--- src/rtl/instr_encoder.sv ---
// rtl/instr_encoder.sv - encodes LEGv8 operation descriptors and streams them into imem
// Optional feature: ENC_ILLEGAL_TRAP_EN (drop illegal op_sel and raise a sticky err).
module instr_encoder #(
    parameter int DEPTH  = 64,
    parameter int ADDR_W = 6
) (
    input  logic              clk,
    input  logic              reset,
    input  logic              start,
    input  logic              stop,
    input  logic              in_valid,
    output logic              in_ready,
    input  logic [3:0]        op_sel,
    input  logic [4:0]        rd,
    input  logic [4:0]        rn,
    input  logic [4:0]        rm,
    input  logic [25:0]       imm,
    output logic              we,
    output logic [ADDR_W-1:0] waddr,
    output logic [31:0]       wdata,
    output logic [ADDR_W:0]   word_cnt,
`ifdef ENC_ILLEGAL_TRAP_EN
    output logic              err,
`endif
    output logic              busy
);

    localparam logic [1:0] ST_IDLE = 2'd0;
    localparam logic [1:0] ST_LOAD = 2'd1;
    localparam logic [1:0] ST_FULL = 2'd2;

    localparam logic [ADDR_W:0] DEPTH_W = (ADDR_W+1)'(DEPTH);
    localparam logic [ADDR_W:0] ONE_W   = (ADDR_W+1)'(1);

    logic [1:0]      state;
    logic [ADDR_W:0] issued;
    logic            accept;
    logic            keep;
    logic            start_ok;
    logic [31:0]     enc;

    // A word still sitting in the write register counts as issued.
    assign issued   = word_cnt + {{ADDR_W{1'b0}}, we};
    assign in_ready = (state == ST_LOAD) && (issued < DEPTH_W);
    assign accept   = in_valid && in_ready;
    assign start_ok = start && !stop && (state != ST_LOAD);
    assign busy     = (state != ST_IDLE);

`ifdef ENC_ILLEGAL_TRAP_EN
    logic legal;
    assign legal = (op_sel <= 4'd9);
    assign keep  = accept && legal;
`else
    assign keep  = accept;
`endif

    always_comb begin
        enc = 32'h0000_0000;
        case (op_sel)
            4'd0: enc = {11'b10001011000, rm, 6'b000000, rn, rd};
            4'd1: enc = {11'b11001011000, rm, 6'b000000, rn, rd};
            4'd2: enc = {11'b10001010000, rm, 6'b000000, rn, rd};
            4'd3: enc = {11'b10101010000, rm, 6'b000000, rn, rd};
            4'd4: enc = {10'b1001000100, imm[11:0], rn, rd};
            4'd5: enc = {11'b11111000010, imm[8:0], 2'b00, rn, rd};
            4'd6: enc = {11'b11111000000, imm[8:0], 2'b00, rn, rd};
            4'd7: enc = {8'b10110100, imm[18:0], rd};
            4'd8: enc = {8'b10110101, imm[18:0], rd};
            4'd9: enc = {6'b000101, imm};
            default: enc = 32'h0000_0000;
        endcase
    end

    always_ff @(posedge clk or negedge reset) begin
        if (!reset) begin
            state    <= ST_IDLE;
            we       <= 1'b0;
            waddr    <= '0;
            wdata    <= 32'h0000_0000;
            word_cnt <= '0;
        end else begin
            we <= keep;
            if (keep) begin
                waddr <= issued[ADDR_W-1:0];
                wdata <= enc;
            end else if (start_ok) begin
                waddr <= '0;
            end

            if (start_ok)
                word_cnt <= '0;
            else if (we)
                word_cnt <= word_cnt + ONE_W;

            case (state)
                ST_IDLE: if (start_ok) state <= ST_LOAD;
                ST_LOAD: begin
                    if (stop)
                        state <= ST_IDLE;
                    else if (keep && (issued == DEPTH_W - ONE_W))
                        state <= ST_FULL;
                end
                ST_FULL: begin
                    if (stop)
                        state <= ST_IDLE;
                    else if (start_ok)
                        state <= ST_LOAD;
                end
                default: state <= ST_IDLE;
            endcase
        end
    end

`ifdef ENC_ILLEGAL_TRAP_EN
    always_ff @(posedge clk or negedge reset) begin
        if (!reset)
            err <= 1'b0;
        else if (start_ok)
            err <= 1'b0;
        else if (accept && !legal)
            err <= 1'b1;
    end
`endif

endmodule

--- config.mk ---
export PLATFORM = sky130hd
export DESIGN_NAME = instr_encoder
export DESIGN_NICKNAME = d
export VERILOG_FILES = /design/src/rtl/instr_encoder.sv
export SDC_FILE = /design/constraint.sdc
export NUM_CORES = 1
export LEC_CHECK = 0
export ABC_AREA = 0
export CORE_MARGIN = 3
export CORE_UTILIZATION = 51
export DETAILED_ROUTE_END_ITERATION = 6
export GPL_ROUTABILITY_DRIVEN = 0
export GPL_TIMING_DRIVEN = 1
export PLACE_DENSITY_LB_ADDON = 0.2
export SETUP_SLACK_MARGIN = 0.5
export SYNTH_ARGS = -nofsm -noshare
export SYNTH_HDL_FRONTEND = slang
export SYNTH_SLANG_ARGS = --single-unit
export TNS_END_PERCENT = 20
--- constraint.sdc ---
create_clock -name clk -period 6.9 [get_ports clk]
set_input_delay 1.035 -clock clk [delete_from_list [all_inputs] [get_ports clk]]
set_output_delay 1.035 -clock clk [all_outputs]
set_load 0.03 [all_outputs]
## Word-level counts from Yosys, hierarchy flattened

Cells that the tools add are included.

- $lt $le $gt $ge: 1
- $add $sub $neg: 2
- Reduce and logical (&&, ||, !) cells: 11
- Muxes and demuxes: 10
- Equal/unequal tests: 14

Operator list:

| cell | number |
|---|---|
| 32-bit one-hot mux with 10 select lines | 1 |
| 4-bit by 3-bit equality test with 1-bit output, second input constant | 4 |
| 7-bit 2-to-1 mux | 2 |
| 6-bit 2-to-1 mux | 2 |
| 4-bit by 2-bit equality test with 1-bit output, second input constant | 2 |
| 4-bit equality test, second input constant | 2 |
| 2-bit 2-to-1 mux | 4 |
| 7-bit by 1-bit adder with 7-bit output | 1 |
| 7-bit by 1-bit adder with 7-bit output, second input constant | 1 |
| 7-bit by 6-bit equality test with 1-bit output, second input constant | 1 |
| 7-bit less-than comparator, second input constant | 1 |
| 2-bit one-hot mux with 3 select lines | 1 |
| 2-bit nonzero test | 3 |
| 1-bit logical AND | 5 |
| 4-bit by 1-bit equality test with 1-bit output, second input constant | 1 |
| 4-bit logical NOT | 1 |
| 3-bit by 2-bit != test with 1-bit output, second input constant | 1 |
| 2-bit by 1-bit equality test with 1-bit output, second input constant | 1 |
| 2-bit equality test, second input constant | 1 |
| 2-bit logical NOT | 1 |
| 2-bit by 1-bit != test with 1-bit output, second input constant | 1 |
| 1-bit logical NOT | 1 |

- Bits in registers: 48
- Output and inout port bits: 48
- Input bits: 50
- Word-level logic and storage cells: 43

## Depth between registers and ports, before layout

- Word-level depth: 8
- Mapped depth: 8
- Depth with buffers taken out: 6

## Worst setup path after synthesis

OpenSTA, ideal clock, no wires.

- Path kind: register to output
- Start point: register we
- End point: output port in_ready
- Data required time: 5.865 ns
- Arrival: 1.810 ns
- Cell stages (with the launch flop): 7
- Slack: 4.055 ns
- Path buffers: 0
- Cell sequence: dfrtp_1 > ha_1 > ha_1 > nand3_1 > nor2_1 > xnor2_1 > nor2_1

- Cells in the longest elaborated chain, start to end: 3

RTL lines:

| what | RTL line | source |
|---|---|---|
| from (decl) | 18 | `output logic we,` |
| from (signal assigned) | 82 | `we <= keep;` |
| 7-bit by 1-bit adder with 7-bit output | 43 | `assign issued = word_cnt + {{ADDR_W{1'b0}}, we};` |
| 7-bit less-than comparator | 44 | `assign in_ready = (state == ST_LOAD) && (issued < DEPTH_W);` |
| 1-bit logical AND | 44 |  |
| to (decl) | 12 | `output logic in_ready,` |

Every way passes these cells.

## Worst setup path after layout

Same ends and word-level chain as after synthesis.

==> key figures <==
Outcome
  • Outcome: finished, final reports clean

Route
  • Wire per inst: 18.8 um
  • Routed wire length: 9250 um
  • Vias per Instance: 6.23
  • First-pass iteration count of the detailed router: 5
  • DR vias: 3057
  • Detail Route Antenna Nets: 0
  • DRT iter0 DRCs: 290
  • Drt drc: 0

Yosys
  • Post-synthesis sequential area ratio: 0.374
  • Synth Register Bits: 48
  • XOR/XNOR Fraction of Synth Area: 0.0245
  • Number of synthesized flops with an enable pin: 0
  • Synth Area in Simple Gates: 0.221
  • Distinct cells, synth: 58
  • Syn Area/Cell: 9.65 um2
  • Multiplexer share of the synthesized area: 0.0938
  • Net Count, Synth: 386
  • Top_reg_cell synth: dfrtp_1
  • Synth async-reset ratio: 1.00
  • Syn Inst Count: 333
  • Synth Warn #: 0
  • Adder-Cell Fraction of Synth Area: 0.0117
  • Main combinational cell family by area after synthesis: compound AO/OA/AOI/OAI gates
  • Synthesized area: 3210 um2
  • Synth Area in Compound Gates: 0.229

STA
  • RSZ-0062 raised after global routing: false
  • Worst hold margin: 494 ps
  • TNS Setup: 0 ps
  • Fmax: 284 MHz
  • Slew @ Worst Pin: 1100 ps
  • Min cycle time layout: 3520 ps
  • Final setup fails: 0
  • Final Skew: 6.31 ps
  • Final Cycle Share: 0.510
  • Fin. Hold Viols: 0
  • Fin. max-slew vios: 0
  • Worst slew margin: 0.254

Worst setup path
  • Worst Path Required: 5860 ps
  • Worst r2r dst: wdata[3]
  • Worst EP arrival: 2480 ps
  • Critical path class: reg2out
  • Nature of the critical path startpoint: flop
  • Maximum fanout along the worst path: 7
  • R2R Path Start: we
  • FF-to-FF path depth: 6
  • R2R Setup Slk: 4180 ps
  • Critical path endpoint category: output pin

GRT
  • Aggregate global routing overflow: 0
  • First-pass GRT wire length: 15200 um
  • Largest net degree at the start of global routing: 49
  • Total global-route track usage: 0.261
  • Vias in the first global route: 3004
  • Initial antenna violation count: 0

Finish
  • Area grow syn2layout: 34.1%
  • Fillers: 477
  • Final nets: 468
  • Final cell utilization of the core: 0.715
  • Fraction of layout cells with a size suffix above 1: 0.108
  • Diodes inserted: 0
  • Area of the multi-input gates: 1870 um2
  • Final Non-Filler Cells: 491
  • Sequential cell area: 1200 um2

Die
  • Row cnt: 28
  • Die height: 85.4 um
  • Initial Utilization: 0.533
  • Die width: 85.4 um
  • Die area: 7290 um2
  • Core area: 6030 um2
  • Boundary pin count: 98

Min path
  • Hold depth: 1
  • Hold Path End: wdata[20]
  • Hold_sp: wdata[20]
  • Hold crit path type: reg2reg

Clock tree
  • Clock slew at reported path FFs: 90 ps
  • Worst skew pair latency: 310 ps
  • Post-CTS resize count: 0
  • Root Buffer: clkbuf_8
  • Htree depth: 2
  • Hold Buf Count CTS: 0
  • Post-CTS Setup Repair Bufs: 0
  • TritonCTS clock tree: built
  • CTS sink cnt: 48
  • CTS Buffer Depth: 2
  • Inserted Clock Buffers: 5

Place
  • Placed cells: 483
  • Port bufs: 97
  • Hpwl dp: 6460 um

Pwr
  • Leak: 1.75 nW
  • Worst IR Drop VDD: 0.000157 V
  • Total power: 0.998 mW
  • Power Density: 232 nW/um2

Run
  • Max-cap violations: 0
-- flip-flops by register name (all words and copies together), names as in the netlist --
signal,flops
wdata,32
word_cnt,7
waddr,6
state,2
we,1
-- worst max path at each step --
stage               from        end  cells past startpoint
5_1_grt               we   in_ready                      7
3_5_place_dp   op_sel[0]  wdata[12]                      5
6_report              we   in_ready                      7
4_1_cts               we   in_ready                      7
3_3_place_gp   op_sel[0]  wdata[12]                      5
2_1_floorplan         we   in_ready                      6
-- placed cells by master, fill, tap and decap left out, types with 4 or more instances in the layout --
cell type and instances:
or2_2 4, nor2b_1 5, a211oi_1 5, nand3b_1 5
xnor2_1 4, clkdlybuf4s50_1 96, and2_1 6, inv_1 4
nand3_1 6, a21oi_1 24, nor2_1 15, dfrtp_1 48
buf_4 5, a22o_1 9, o21ai_0 12, nor4_1 5
nand4_1 7, clkbuf_8 6, mux2i_1 14, nand2b_1 17
nand2_1 16, xor2_1 5, a31oi_1 4, a22oi_1 7
nor3b_1 8, o2bb2ai_1 21, mux2_2 13
-- power breakdown --
part,internal (mW),leakage [nW],total [mW],switching [mW]
combinational,0.185,1.05,0.406,0.221
clock,0.119,0.0614,0.219,0.100
sequential,0.333,0.640,0.373,0.0399
total,0.637,1.75,0.998,0.361
-- final cells by class --
class                   count  area share
inverters                   5     0.00436
multi-input cells         253       0.434
clock buffers               6      0.0192
well taps                  75      0.0218
flip-flops and latches     48       0.279
clock inverters             2     0.00900
repair buffers            102       0.233
-- metal layers --
layer / track usage / share of wire
met2: 0.389 / 0.45
met1: 0.383 / 0.46
met3: 0.0631 / 0.084
met5: 0 / 0
met4: 0.0604 / 0.011
-- Yosys cell counts, types with 2 or more instances --
master | number | area share
dfrtp_1 | 48 | 0.37
a21oi_1 | 24 | 0.037
o2bb2ai_1 | 21 | 0.057
nand2b_1 | 17 | 0.033
nand2_1 | 16 | 0.019
nor2_1 | 15 | 0.018
mux2i_1 | 14 | 0.044
mux2_2 | 13 | 0.046
clkbuf_1 | 12 | 0.014
o21ai_0 | 12 | 0.019
a22o_1 | 9 | 0.025
buf_2 | 8 | 0.012
nor3b_1 | 8 | 0.019
a22oi_1 | 7 | 0.016
nand4_1 | 7 | 0.014
and2_1 | 6 | 0.012
nand3_1 | 6 | 0.0093
a211oi_1 | 5 | 0.012
nand3b_1 | 5 | 0.012
nor2b_1 | 5 | 0.0097
nor4_1 | 5 | 0.0097
xor2_1 | 5 | 0.014
a31oi_1 | 4 | 0.0078
buf_1 | 4 | 0.0047
inv_1 | 4 | 0.0047
or2_2 | 4 | 0.0078
xnor2_1 | 4 | 0.011
ha_1 | 3 | 0.012
o221a_2 | 3 | 0.011
or3_1 | 3 | 0.0058
a211o_1 | 2 | 0.0055
a21o_1 | 2 | 0.0047
a221oi_1 | 2 | 0.0055
and3b_1 | 2 | 0.0055
and4b_1 | 2 | 0.0062
buf_6 | 2 | 0.0070
nand4bb_1 | 2 | 0.0070
o31ai_1 | 2 | 0.0047
-- cell families after synthesis --
group           count (synthesis)
flops                          48
buf+inv                        32
simple gates                  113
mux                            28
compound gates                100
fa+ha+maj                       3
xor+xnor                        9
-- worst max-delay path, cell delays in order (launching register included) --
cell	delay [ps]
dfrtp_1	500
ha_1	250
ha_1	220
nand3_1	190
nor2_1	180
xnor2_1	80
nor2_1	90
clkdlybuf4s50_1	670
-- metrics by stage --
stage | setup WS, ps | cell area [um2]
2_1_floorplan | 4050 | 3210
3_3_place_gp | 3440 | 4190
3_5_place_dp | 3360 | 4190
4_1_cts | 3370 | 4310
5_1_grt | 3210 | 4310
6_report | 3380 | 4310
Note: power is estimated with default switching activity, not from simulation.
